<file path="config.mk">
export PLATFORM = sky130hd
export DESIGN_NAME = lim_cnt_chain
export DESIGN_NICKNAME = d
export VERILOG_FILES = /design/src/rtl/lim_cnt_chain.sv
export SDC_FILE = /design/constraint.sdc
export NUM_CORES = 1
export LEC_CHECK = 0
export CAP_MARGIN = 40
export CORE_ASPECT_RATIO = 0.8
export CORE_MARGIN = 3
export CORE_UTILIZATION = 35
export DETAILED_ROUTE_END_ITERATION = 7
export GPL_TIMING_DRIVEN = 0
export SLEW_MARGIN = 10
export SYNTH_ARGS = -nofsm -noshare
export SYNTH_HDL_FRONTEND = slang
export SYNTH_SLANG_ARGS = --single-unit
</file>
<file path="constraint.sdc">
create_clock -name clk -period 1.7 [get_ports clk]
set_input_delay 0.34 -clock clk [delete_from_list [all_inputs] [get_ports clk]]
set_output_delay 0.34 -clock clk [all_outputs]
set_load 0.01 [all_outputs]
</file>
<file path="src/rtl/lim_cnt_chain.sv">
// lim_cnt_chain: cascaded modulo-limit up/down counter digits with clamping load and chain wrap pulse
module lim_cnt_chain #(
  parameter int N_DIGITS = 4,
  parameter int W = 4,
  parameter logic [N_DIGITS*W-1:0] LIMITS = {4'd5, 4'd9, 4'd5, 4'd9}
) (
  input  logic                  clk,
  input  logic                  reset_n,
  input  logic                  clr,
  input  logic                  load,
  input  logic [N_DIGITS*W-1:0] load_val,
  input  logic                  en,
  input  logic                  dir,
  output logic [N_DIGITS*W-1:0] count,
  output logic                  co,
  output logic                  load_err
);
  logic [N_DIGITS*W-1:0] nxt, ld;
  logic [W-1:0] d, l, v;
  logic up, dn, st, lerr, wrap;
  always_comb begin
    nxt = '0;
    ld = '0;
    d = '0;
    l = '0;
    v = '0;
    st = 1'b0;
    up = 1'b1;
    dn = 1'b1;
    lerr = 1'b0;
    for (int k = 0; k < N_DIGITS; k++) begin
      d = count[k*W +: W];
      l = LIMITS[k*W +: W];
      v = load_val[k*W +: W];
      st = dir ? dn : up;
      nxt[k*W +: W] = !st ? d : dir ? (d == '0 ? l : d - 1'b1) : (d == l ? '0 : d + 1'b1);
      ld[k*W +: W] = v > l ? l : v;
      lerr = lerr | (v > l);
      up = up & (d == l);
      dn = dn & (d == '0);
    end
    wrap = dir ? dn : up;
  end
  always_ff @(posedge clk)
    if (!reset_n || clr) begin
      count <= '0;
      co <= 1'b0;
      load_err <= 1'b0;
    end else begin
      count <= load ? ld : en ? nxt : count;
      co <= !load && en && wrap;
      load_err <= load && lerr;
    end
endmodule
</file>
==> summary.md, run 1 <==
| Metric | Value |
|---|---|
| Status | complete, but fails checks |
| Violated checks | setup timing |
| Count of mapped cells out of synthesis | 210 |
| Most instantiated cells after synthesis | sky130_fd_sc_hd__nor2_1 (19), sky130_fd_sc_hd__dfxtp_1 (18), sky130_fd_sc_hd__o21ai_0 (17), sky130_fd_sc_hd__nand2_1 (16), sky130_fd_sc_hd__a21oi_1 (14) |
| Largest buffer count on any clock path | 2 |
| Setup Viol. Count Final | 11 |
| MaxCap Viol Count | 0 |
| Fraction of synthesized cell area in xor and xnor cells | 5.13% |
| Largest fanout of any net on the critical path | 4 |
| Post-synthesis mux area share | just under 5% |
| Leftover overflow at the end of global routing | 0 |
| Worst voltage drop across the vdd grid | slightly above 0.4 mV |
| DP HPWL | 3380 microns |
| Post-Layout Cell Count | between 300 and 400 |
| Worst max-slew margin expressed relative to the limit | between 60% and 70% |
| Syn Nets | 232 |
| Detailed router's first-iteration violation count | 202 |
| Die outline area | 5230 sq um |
| Startpoint of the worst register-to-register path | count[3]$_SDFFE_PP0P_ |
| Post-synth EDFFs | 0 |
| Yosys Warn Count | 0 |
| First-pass GRT wire length | 7960 microns |
| Final period util | 106% |
| Number of max-slew violations in the final report | 0 |
| Nets@finish | 289 |
| Mean Syn Cell Area | 7.32 sq um |
| I/O pin count | 40 |
| Combinational family with the most area after synthesis | compound AO/OA/AOI/OAI gates |
| Die height | between 60 and 70 microns |
| Area Overhead vs Synth | 53.7% |
| Final count of hold timing violations | 0 |
| Mean routed wirelength per cell | 15.5 microns |
| Share of synthesized cell area in and, or, nand and nor gates | 29.3% |
| Number of cells after detailed placement | about 300 |
| Leading post-synthesis cells by cell area | sky130_fd_sc_hd__dfxtp_1 (23%), sky130_fd_sc_hd__o21ai_0 (5.5%), sky130_fd_sc_hd__nor2_1 (4.6%) |
| Clock Root Buffer | sky130_fd_sc_hd__clkbuf_8 |
| Data arrival time at the worst-slack endpoint | 1.98 ns |
| Number of antenna violations at the first check in global routing | 0 |
| Classification of the worst setup path | reg2reg |
| DIE WIDTH | 80.1 microns |
| Yosys top cell by area | sky130_fd_sc_hd__dfxtp_1 |
| Post-layout min period | 1.80 ns |
| Fraction of the yosys area taken by sequential cells | 23.4% |
| Place WS | -0.859 ns |
| Synth top area share | a little under a quarter |
| Post-synthesis share of cell area spent on full adders, half adders and majority gates | 0% |
| Routability Congestion | 0.811 |
| Layout cell share with drive strength beyond 1 | approximately a quarter |
| Class of the tightest hold or removal check | reg2reg |
| Transition time at the pin with the least slew margin | 0.447 ns |
| Worst Path Required | 1.89 ns |
| Worst setup path startpoint | count[3]$_SDFFE_PP0P_ |
| Number of storage elements in the synthesis netlist | 18 |
| Number of clock sinks seen by CTS | 18 |
| Worst-case setup margin in the final layout | -0.0983 ns |
| Commonest register cell after synthesis | sky130_fd_sc_hd__dfxtp_1 |
| Residual antenna-violating net count after detailed routing | 0 |
| Post-synthesis instance area | 1540 sq um |
| DRT Wirelength | 4970 microns |
| Kind of capture point of the worst setup path | flop |
| Compound-gate portion of the synthesized area | between 30% and 40% |
| Leakage power | just over 0.8 nW |
| Insertion delay to the later sink of the worst-skew pair | 0.26 ns |
| Pin count of the biggest net entering global routing | 11 |
| Worst Setup Start Kind | flop |
| Yosys cell types | 55 |
| Power density relative to cell area | 537 nW/um^2 |
| Final worst clock skew | 0.00475 ns |
| Unrepaired setup endpoints after global routing | true |
| Placement row count | 20 |
| Most instantiated library cell after synthesis | sky130_fd_sc_hd__nor2_1 |
| CTS tree | built |
| Initial cell density of the core | 38.4% |
| TritonCTS Buffers | 3 |
| Max Fclk | 0.556 GHz |
| Number of global-route vias before repair | 1,602 |
| Number of vias per cell after detailed routing | ~5.6 |
| Hold-fix buffers at CTS | 0 |
| Async SR Flop Fraction | 0% |
| Hold Crit Start | count[13]$_SDFFE_PP0P_ |
| Global router's overall resource usage | about a fifth |
| H-Tree Level Count | 1 |
| Residual DRC count | 0 |
| Diodes inserted | 0 |
| Clock edge transition at the registers on the reported setup and hold paths | 0.08 ns |
| Port buffer count | 38 |
| Core Footprint | 4000 sq um |
| Share of the core filled with cells | 59.0% |
| Number of iterations in the first detailed-routing pass | 5 |
| Total number of vias | approximately 1,800 |
| Total power after layout | about 1.3 mW |
-- metrics by stage --
step	hold WS [ns]	TNS, ns	cell area (sq um)
floorplan	0.485	-0.271	1560
global placement	0.578	-11.74	2010
detailed placement	0.576	-11.77	2010
CTS	0.555	-0.453	2280
global route	0.582	-1.40	2360
finish	0.542	-0.465	2360
-- layout make-up --
class	instances	area, sq um
Tap cell	55	68.8
Clock buffer	4	55.1
Multi-Input combinational cell	165	1190
Inverter	8	30.0
Buffer	17	110
Fill cell	393	1640
Sequential cell	18	372
Timing Repair Buffer	54	537
-- report_power, final --
group | internal (mW) | total (mW) | switching (mW)
registers | 0.438 | 0.456 | 0.0174
logic | 0.224 | 0.429 | 0.205
clock network | 0.207 | 0.384 | 0.177
total | 0.869 | 1.27 | 0.400
-- layer usage --
| layer | share of wire [%] | up-vias | global-route usage, % | routed length, microns |
|---|---|---|---|---|
| li1 | - | 890 | - | - |
| met1 | 47 | 854 | 27.2 | 2340 |
| met2 | 46 | 59 | 31.0 | 2300 |
| met3 | 6.3 | 2 | 3.70 | 312 |
| met4 | 0.22 | 0 | 2.32 | 11 |
| met5 | 0 | - | 0 | 0 |
-- cells in the final DEF (no fill, tap or decap), drive strengths merged, types with 3 or more instances in the layout --
master         instances
clkbuf                13
mux2i                  4
a211oi                 3
nor3                   9
nor3b                  3
a221oi                 5
nor2b                 11
nand2b                 4
nand4                  3
buf                   24
a21oi                 14
o211ai                 4
dfxtp                 18
nor2                  19
mux2                   3
clkdlybuf4s50         36
xor2                   3
a31oi                  4
o21ai                 17
xnor2                  6
nand2                 16
inv                    8
-- worst paths after layout --
| path | end | cells after the start | slack (ns) |
|---|---|---|---|
| worst max-delay path | count[4]$_SDFFE_PP0P_ | 7 | -0.1 |
| worst min-delay path | count[13]$_SDFFE_PP0P_ | 2 | 0.54 |
| worst max register to register | count[4]$_SDFFE_PP0P_ | 7 | -0.1 |
| worst min register to register | count[13]$_SDFFE_PP0P_ | 2 | 0.54 |
-- critical path, cell delays in order (launching register included) --
cell                        delay, ns
sky130_fd_sc_hd__dfxtp_4         0.35
sky130_fd_sc_hd__or3b_4          0.40
sky130_fd_sc_hd__a2111oi_4       0.29
sky130_fd_sc_hd__buf_4           0.20
sky130_fd_sc_hd__buf_12          0.11
sky130_fd_sc_hd__buf_12          0.09
sky130_fd_sc_hd__xnor2_2         0.06
sky130_fd_sc_hd__a221oi_2        0.22
-- registers in the layout, summed over array words and instances, names as in the netlist --
register  cells
co            1
count        16
load_err      1
-- kinds of logic (layout without fill, tap and decap cells) --
| logic type | count (synthesis) | count (layout) |
|---|---|---|
| AO/OA/AOI/OAI | 66 | 66 |
| buffers and inverters | 27 | 83 |
| XOR/XNOR | 9 | 9 |
| multiplexers | 7 | 7 |
| flip-flops | 18 | 18 |
| AND/OR/NAND/NOR | 83 | 83 |
-- what timing repair did --
item / in CTS / in global routing
endpoints found under the setup margin: 17 / 18
pin swaps: 23 / 17
resized for setup: 39 / 22
hold endpoints to repair: 0 / 0
setup buffers: 12 / 4
Power figures use the tool's default switching activity.
==> run 2: changes to the inputs <==
- PLACE_DENSITY: default -> 0.6
==> results of run 2 <==
Final layout, timing and power as in run 1 (identical DEF).
